File: config.mk
export PLATFORM = sky130hd
export DESIGN_NAME = hex_share_arb_flat
export DESIGN_NICKNAME = d
export VERILOG_FILES = /design/src/rtl/hex_share_arb_if.sv /design/src/rtl/hex_share_arb.sv /design/src/flat_wrapper.sv
export SDC_FILE = /design/constraint.sdc
export NUM_CORES = 1
export LEC_CHECK = 0
export CAP_MARGIN = 25
export CORE_ASPECT_RATIO = 0.75
export CORE_MARGIN = 2
export CORE_UTILIZATION = 55
export CTS_CLUSTER_DIAMETER = 150
export CTS_CLUSTER_SIZE = 25
export DETAILED_ROUTE_END_ITERATION = 10
export GPL_ROUTABILITY_DRIVEN = 0
export PLACE_DENSITY = 0.95
export RECOVER_POWER = 50
export SLEW_MARGIN = 15
export SYNTH_ARGS = -nofsm -noshare
export SYNTH_HDL_FRONTEND = slang
export SYNTH_SLANG_ARGS = --single-unit
File: constraint.sdc
create_clock -name clk -period 6.2 [get_ports clk]
set_clock_uncertainty 0.15 [all_clocks]
set_input_delay 1.24 -clock clk [delete_from_list [all_inputs] [get_ports clk]]
set_output_delay 1.24 -clock clk [all_outputs]
set_load 0.02 [all_outputs]
File: src/rtl/hex_share_arb_if.sv
// Bus between the two requesters and the shared six-digit HEX bank.
interface hex_share_arb_if;
   logic        req_a;
   logic        req_b;
   logic [23:0] data_a;
   logic [23:0] data_b;
   logic [5:0]  blank_a;
   logic [5:0]  blank_b;
   logic        blink_a;
   logic        blink_b;
   logic        gnt_a;
   logic        gnt_b;
   logic [6:0]  HEX0;
   logic [6:0]  HEX1;
   logic [6:0]  HEX2;
   logic [6:0]  HEX3;
   logic [6:0]  HEX4;
   logic [6:0]  HEX5;

   modport master (
      output req_a, req_b, data_a, data_b, blank_a, blank_b, blink_a, blink_b,
      input  gnt_a, gnt_b, HEX0, HEX1, HEX2, HEX3, HEX4, HEX5
   );

   modport slave (
      input  req_a, req_b, data_a, data_b, blank_a, blank_b, blink_a, blink_b,
      output gnt_a, gnt_b, HEX0, HEX1, HEX2, HEX3, HEX4, HEX5
   );
endinterface

File: src/rtl/hex_share_arb.sv
// Round-robin arbiter sharing one six-digit seven-segment bank between two requesters.
// Optional whole-bank blinking is compiled in with the HEX_BLINK_EN macro.
module hex_share_arb #(
   parameter int unsigned SLICE      = 8,
   parameter int unsigned BLINK_HALF = 4
) (
   input logic            clk,
   input logic            reset_n,
   hex_share_arb_if.slave bus
);

   localparam int unsigned CW = $clog2(SLICE);
   localparam logic [CW-1:0] CNT_MAX = CW'(SLICE - 1);

   typedef enum logic [1:0] {IDLE, OWN_A, OWN_B} state_t;

   state_t        state;
   state_t        state_nxt;
   state_t        other;
   logic [CW-1:0] cnt;
   logic [CW-1:0] cnt_nxt;
   logic          last_b;
   logic          last_b_nxt;
   logic          own_req;
   logic          oth_req;
   logic          gnt_a;
   logic          gnt_b;
   logic [23:0]   digits;
   logic [5:0]    mask;
   logic          blank_all;
   logic [6:0]    hex [6];

   // Arbitration state register; grants are derived from the next state so they stay registered.
   always_ff @(posedge clk) begin
      if (!reset_n) begin
         state  <= IDLE;
         cnt    <= '0;
         last_b <= 1'b1;
         gnt_a  <= 1'b0;
         gnt_b  <= 1'b0;
      end else begin
         state  <= state_nxt;
         cnt    <= cnt_nxt;
         last_b <= last_b_nxt;
         gnt_a  <= (state_nxt == OWN_A);
         gnt_b  <= (state_nxt == OWN_B);
      end
   end

   always_comb begin
      state_nxt  = state;
      cnt_nxt    = cnt;
      last_b_nxt = last_b;
      own_req    = (state == OWN_B) ? bus.req_b : bus.req_a;
      oth_req    = (state == OWN_B) ? bus.req_a : bus.req_b;
      other      = (state == OWN_B) ? OWN_A : OWN_B;
      case (state)
         IDLE: begin
            if (bus.req_a && bus.req_b) state_nxt = last_b ? OWN_A : OWN_B;
            else if (bus.req_a)         state_nxt = OWN_A;
            else if (bus.req_b)         state_nxt = OWN_B;
         end
         OWN_A, OWN_B: begin
            // Counter saturates at CNT_MAX; preemption only fires once the other side asks.
            if (!own_req)            state_nxt = oth_req ? other : IDLE;
            else if (cnt == CNT_MAX) begin
               if (oth_req) state_nxt = other;
            end else                 cnt_nxt = cnt + CW'(1);
         end
         default: state_nxt = IDLE;
      endcase
      if (state_nxt != state) begin
         cnt_nxt = '0;
         if (state_nxt == OWN_A)      last_b_nxt = 1'b0;
         else if (state_nxt == OWN_B) last_b_nxt = 1'b1;
      end
   end

   // Display registers capture the owner's payload one cycle after the grant.
   always_ff @(posedge clk) begin
      if (!reset_n) begin
         digits <= '0;
         mask   <= '1;
      end else begin
         case (state)
            OWN_A: begin
               digits <= bus.data_a;
               mask   <= bus.blank_a;
            end
            OWN_B: begin
               digits <= bus.data_b;
               mask   <= bus.blank_b;
            end
            default: mask <= '1;
         endcase
      end
   end

`ifdef HEX_BLINK_EN
   localparam int unsigned BW = (BLINK_HALF > 1) ? $clog2(BLINK_HALF) : 1;
   localparam logic [BW-1:0] BLINK_MAX = BW'(BLINK_HALF - 1);

   logic [BW-1:0] blink_cnt;
   logic          phase;
   logic          blink_q;

   // Blink timebase restarts on every ownership change so each owner sees a full shown half first.
   always_ff @(posedge clk) begin
      if (!reset_n) begin
         blink_cnt <= '0;
         phase     <= 1'b0;
         blink_q   <= 1'b0;
      end else begin
         if (state_nxt != state) begin
            blink_cnt <= '0;
            phase     <= 1'b0;
         end else if (blink_cnt == BLINK_MAX) begin
            blink_cnt <= '0;
            phase     <= ~phase;
         end else begin
            blink_cnt <= blink_cnt + BW'(1);
         end
         case (state)
            OWN_A:   blink_q <= bus.blink_a;
            OWN_B:   blink_q <= bus.blink_b;
            default: blink_q <= 1'b0;
         endcase
      end
   end

   assign blank_all = blink_q & phase;
`else
   logic unused_blink;
   assign unused_blink = bus.blink_a ^ bus.blink_b;
   assign blank_all    = 1'b0;
`endif

   function automatic logic [6:0] seg7(input logic [3:0] n);
      case (n)
         4'h0: seg7 = 7'b1000000;
         4'h1: seg7 = 7'b1111001;
         4'h2: seg7 = 7'b0100100;
         4'h3: seg7 = 7'b0110000;
         4'h4: seg7 = 7'b0011001;
         4'h5: seg7 = 7'b0010010;
         4'h6: seg7 = 7'b0000010;
         4'h7: seg7 = 7'b1111000;
         4'h8: seg7 = 7'b0000000;
         4'h9: seg7 = 7'b0010000;
         4'hA: seg7 = 7'b0001000;
         4'hB: seg7 = 7'b0000011;
         4'hC: seg7 = 7'b1000110;
         4'hD: seg7 = 7'b0100001;
         4'hE: seg7 = 7'b0000110;
         4'hF: seg7 = 7'b0001110;
      endcase
   endfunction

   always_comb begin
      for (int i = 0; i < 6; i++) begin
         hex[i] = (mask[i] || blank_all) ? 7'b1111111 : seg7(digits[4*i +: 4]);
      end
   end

   assign bus.gnt_a = gnt_a;
   assign bus.gnt_b = gnt_b;
   assign bus.HEX0  = hex[0];
   assign bus.HEX1  = hex[1];
   assign bus.HEX2  = hex[2];
   assign bus.HEX3  = hex[3];
   assign bus.HEX4  = hex[4];
   assign bus.HEX5  = hex[5];

endmodule

File: src/flat_wrapper.sv
// flat-port wrapper written by rule: the top's interface ports become plain ports
module hex_share_arb_flat 
#(
   parameter int unsigned SLICE      = 8,
   parameter int unsigned BLINK_HALF = 4
)
  (clk, reset_n, bus_req_a, bus_req_b, bus_data_a, bus_data_b, bus_blank_a, bus_blank_b, bus_blink_a, bus_blink_b, bus_gnt_a, bus_gnt_b, bus_HEX0, bus_HEX1, bus_HEX2, bus_HEX3, bus_HEX4, bus_HEX5);
  hex_share_arb_if bus_i ();
  input logic clk;
  input logic reset_n;
  input wire logic [$bits(bus_i.req_a)-1:0] bus_req_a;
  input wire logic [$bits(bus_i.req_b)-1:0] bus_req_b;
  input wire logic [$bits(bus_i.data_a)-1:0] bus_data_a;
  input wire logic [$bits(bus_i.data_b)-1:0] bus_data_b;
  input wire logic [$bits(bus_i.blank_a)-1:0] bus_blank_a;
  input wire logic [$bits(bus_i.blank_b)-1:0] bus_blank_b;
  input wire logic [$bits(bus_i.blink_a)-1:0] bus_blink_a;
  input wire logic [$bits(bus_i.blink_b)-1:0] bus_blink_b;
  output wire logic [$bits(bus_i.gnt_a)-1:0] bus_gnt_a;
  output wire logic [$bits(bus_i.gnt_b)-1:0] bus_gnt_b;
  output wire logic [$bits(bus_i.HEX0)-1:0] bus_HEX0;
  output wire logic [$bits(bus_i.HEX1)-1:0] bus_HEX1;
  output wire logic [$bits(bus_i.HEX2)-1:0] bus_HEX2;
  output wire logic [$bits(bus_i.HEX3)-1:0] bus_HEX3;
  output wire logic [$bits(bus_i.HEX4)-1:0] bus_HEX4;
  output wire logic [$bits(bus_i.HEX5)-1:0] bus_HEX5;
  assign bus_i.req_a = bus_req_a;
  assign bus_i.req_b = bus_req_b;
  assign bus_i.data_a = bus_data_a;
  assign bus_i.data_b = bus_data_b;
  assign bus_i.blank_a = bus_blank_a;
  assign bus_i.blank_b = bus_blank_b;
  assign bus_i.blink_a = bus_blink_a;
  assign bus_i.blink_b = bus_blink_b;
  assign bus_gnt_a = bus_i.gnt_a;
  assign bus_gnt_b = bus_i.gnt_b;
  assign bus_HEX0 = bus_i.HEX0;
  assign bus_HEX1 = bus_i.HEX1;
  assign bus_HEX2 = bus_i.HEX2;
  assign bus_HEX3 = bus_i.HEX3;
  assign bus_HEX4 = bus_i.HEX4;
  assign bus_HEX5 = bus_i.HEX5;
  hex_share_arb #(.SLICE(SLICE), .BLINK_HALF(BLINK_HALF)) u_core (.clk(clk), .reset_n(reset_n), .bus(bus_i));
endmodule
==> flow_summary.toml <==
[critical_path]
cp_cell_sequence = "inv_1 -> ha_1 -> clkbuf_1 -> o211ai_1 -> a2bb2oi_1 -> a21oi_1 -> inv_1 -> ha_1 -> a21oi_2 -> mux2i_1"
reg2reg_from = "u_core.state[1]$_SDFF_PN0_"
ff2ff_setup_slack_ns = 1.67
setup.worst_path.start = "u_core.state[1]$_SDFF_PN0_"
worst_path_largest_cell_delay_ns = 1.21
crit_slowest_cell = "sky130_fd_sc_hd__clkbuf_1"
critical_path_class = "reg2reg"
critPathTopFamily = "buffers and inverters"
crit-reg2reg-capture = "u_core.last_b$_SDFFE_PN1P_"
startpoint_type = "register"
crit_buf_inv = 3
worst_setup_path_end_kind = "register"
worst-endpoint-arrival_ns = 4.64
worst-path-stages = 10
cp.required_ns = 6.31
critical_path_peak_fanout = 39
setup.worst_path.end = "u_core.last_b$_SDFFE_PN1P_"
worst_r2r_path_depth = 10

[clock_network]
clock_tree_from_tritoncts = "done"
clk_latency_ns = 0.33
cts_hold_buf = 0
clk_transition_reported_paths_ns = 0.06
cts_post_setup_buffers_inserted = 0
cts.sinks = 80
ctsLongestPathBuffers = 2
h_tree_levels = 3
cts_repair_resize_count = 0
clockRootBuffer = "sky130_fd_sc_hd__clkbuf_16"
tritoncts.num_buffers = 9

[timing]
slew_headroom = -0.2119
final-setup-viol-count = 0
finalHoldViolCount = 0
worst_pin_slew_ns = 1.818
fmaxAchievable_ghz = 0.2207
rsz_0062_raised_after_global_routing = "no"
ratio_of_final_minimum_period_to_clock_period = 0.7310
layout_min_cycle_time_ns = 4.532
maxSlewViolCount = 74
setup_tns_ns = 0

[synth]
synth_async_sr_flop_share = 0
ffs_latches_synth = 80
ys_types = 44
syn_area_per_cell_um2 = 8.728
synth_flop_cell = "sky130_fd_sc_hd__dfxtp_1"
ys_seq_area_frac = 0.3379
syn_nets = 654
synthesis.area_um2 = 4740
synthesis.yosys.warnings = 0
synthesis.instances = 543
synth-edff-count = 0

[finish]
finalInstanceArea_um2 = 6112
multi_input_area_um2 = 2850
layout-drive-gt1-share = 0.09516
layout_filler_cell_count = 623
final_common_cell = "sky130_fd_sc_hd__dfxtp_1"
layout.cells.most_common_list = "sky130_fd_sc_hd__dfxtp_1, sky130_fd_sc_hd__clkdlybuf4s50_1, sky130_fd_sc_hd__mux2i_1"
layout.area.seq_um2 = 1602
syn2layout_area_growth_pct = 28.96
num_antenna_cells = 0
layout.nets = 747

[grt]
grt_pass1_wl_um = 18950
antenna_violations_before_repair = 0
first_global_vias = 4142
track_usage = 0.2437
grt.overflow.total = 0
maximum_number_of_pins_on_one_net_before_global_route_repair = 65

[drt]
dr.max_layer_used = "met4"
wl_met1_um = 4798
met2WireLength_um = 5971
detailedRoute.firstPassIterationCount = 5
drc = 0
ant_nets = 0
avgViaCountPerCell = 5.577
routed-via-count = 4177
wl_met3_um = 630
avgRoutedWirePerCell_um = 15.39
route.final.wire_length_um = 11530
first_iter_violations = 184

[flow_run]
cap_viol_max_count = 2

[run_status]
violated_checks = "capacitance limit, slew limit"
status = "finished with violations"

[worst_hold_path]
min-delay-path-class = "reg2reg"

[floorplan]
placeable_area_um2 = 8418
number_of_placement_rows = 29
die_area_um2 = 9384
width_of_the_die_um = 111.2
initial_standard_cell_utilization_of_the_core = 0.5630
io-pin-count = 110
die_y_um = 84.40

[placed_design]
hpwlAfterDp_um = 8291
post_dp_cell_area_um2 = 5816
port_buffers = 107

[pwr]
ir_drop_worst_vdd_mv = 0.2460
power_leakage_nw = 2.565
p_per_area_nw_per_um2 = 500.6
synthesized netlist by cell type (all sizes together) (2+ instances only):
library cell,number,area (um^2)
o32ai,6,52.55
nor2,36,135.1
a21oi,28,155.2
a21boi,4,30.03
nor3,7,35.03
a21o,7,52.55
o21ai,16,80.07
mux2i,58,580.6
ha,45,563.0
nand3,10,50.05
and2,20,125.1
a221o,6,60.06
a211oi,2,15.01
inv,37,138.9
o22ai,16,100.1
o21a,13,97.59
dfxtp,80,1602
o211a,10,100.1
buf,21,115.1
clkbuf,6,22.52
nor2b,9,56.30
or2,42,262.8
nand2,49,183.9
power breakdown:
group / total [mW] / switching [mW] / internal, mW
Sequential: 0.792 / 0.0724 / 0.720
Clock: 0.513 / 0.203 / 0.310
Combinational: 1.75 / 1.03 / 0.724
worst min path at each step:
stage                                   startpoint                             end  slack, ns  depth (start not counted)
global route        u_core.digits[13]$_SDFFE_PN0N_  u_core.digits[13]$_SDFFE_PN0N_       0.36                          1
global placement     u_core.digits[9]$_SDFFE_PN0N_   u_core.digits[9]$_SDFFE_PN0N_       0.31                          1
CTS                 u_core.digits[21]$_SDFFE_PN0N_  u_core.digits[21]$_SDFFE_PN0N_       0.34                          1
finish              u_core.digits[21]$_SDFFE_PN0N_  u_core.digits[21]$_SDFFE_PN0N_       0.34                          1
detailed placement   u_core.digits[1]$_SDFFE_PN0N_   u_core.digits[1]$_SDFFE_PN0N_       0.32                          1
floorplan           u_core.digits[13]$_SDFFE_PN0N_  u_core.digits[13]$_SDFFE_PN0N_       0.30                          1
layout make-up:
| cell class | instances | area share |
|---|---|---|
| Multi-Input combinational cell | 399 | 0.4663 |
| Timing Repair Buffer | 109 | 0.1795 |
| Tap cell | 108 | 0.02211 |
| Clock inverter | 6 | 0.009826 |
| Sequential cell | 80 | 0.2620 |
| Inverter | 37 | 0.02272 |
| Clock buffer | 10 | 0.03746 |
stage by stage:
stage	hold WS [ns]	setup WS, ns	std cells	power (mW)	util
3_5_place_dp	0.3192	2.353	732	2.535	0.6908
4_1_cts	0.3357	2.678	748	3.068	0.7252
2_1_floorplan	0.3049	2.848	543	2.072	-
5_1_grt	0.3566	1.313	749	3.282	0.7261
3_3_place_gp	0.3115	2.497	732	2.430	0.6908
6_report	0.3400	1.668	749	3.060	0.7261
layer usage:
layer | vias up | global-route usage
li1 | 2049 | -
met1 | 1950 | 0.2883
met2 | 161 | 0.4507
met3 | 17 | 0.05632
met4 | 0 | 0.05724
met5 | - | 0
logic make-up after synthesis:
group                    after synthesis  synth area share
AO/OA/AOI/OAI                        114            0.1676
XOR/XNOR                               1          0.001848
adder cells (fa/ha/maj)               45            0.1188
buffers and inverters                 64           0.05834
flip-flops                            80            0.3379
multiplexers                          59            0.1257
AND/OR/NAND/NOR                      180            0.1898
Note: power is estimated with default switching activity, not from simulation.
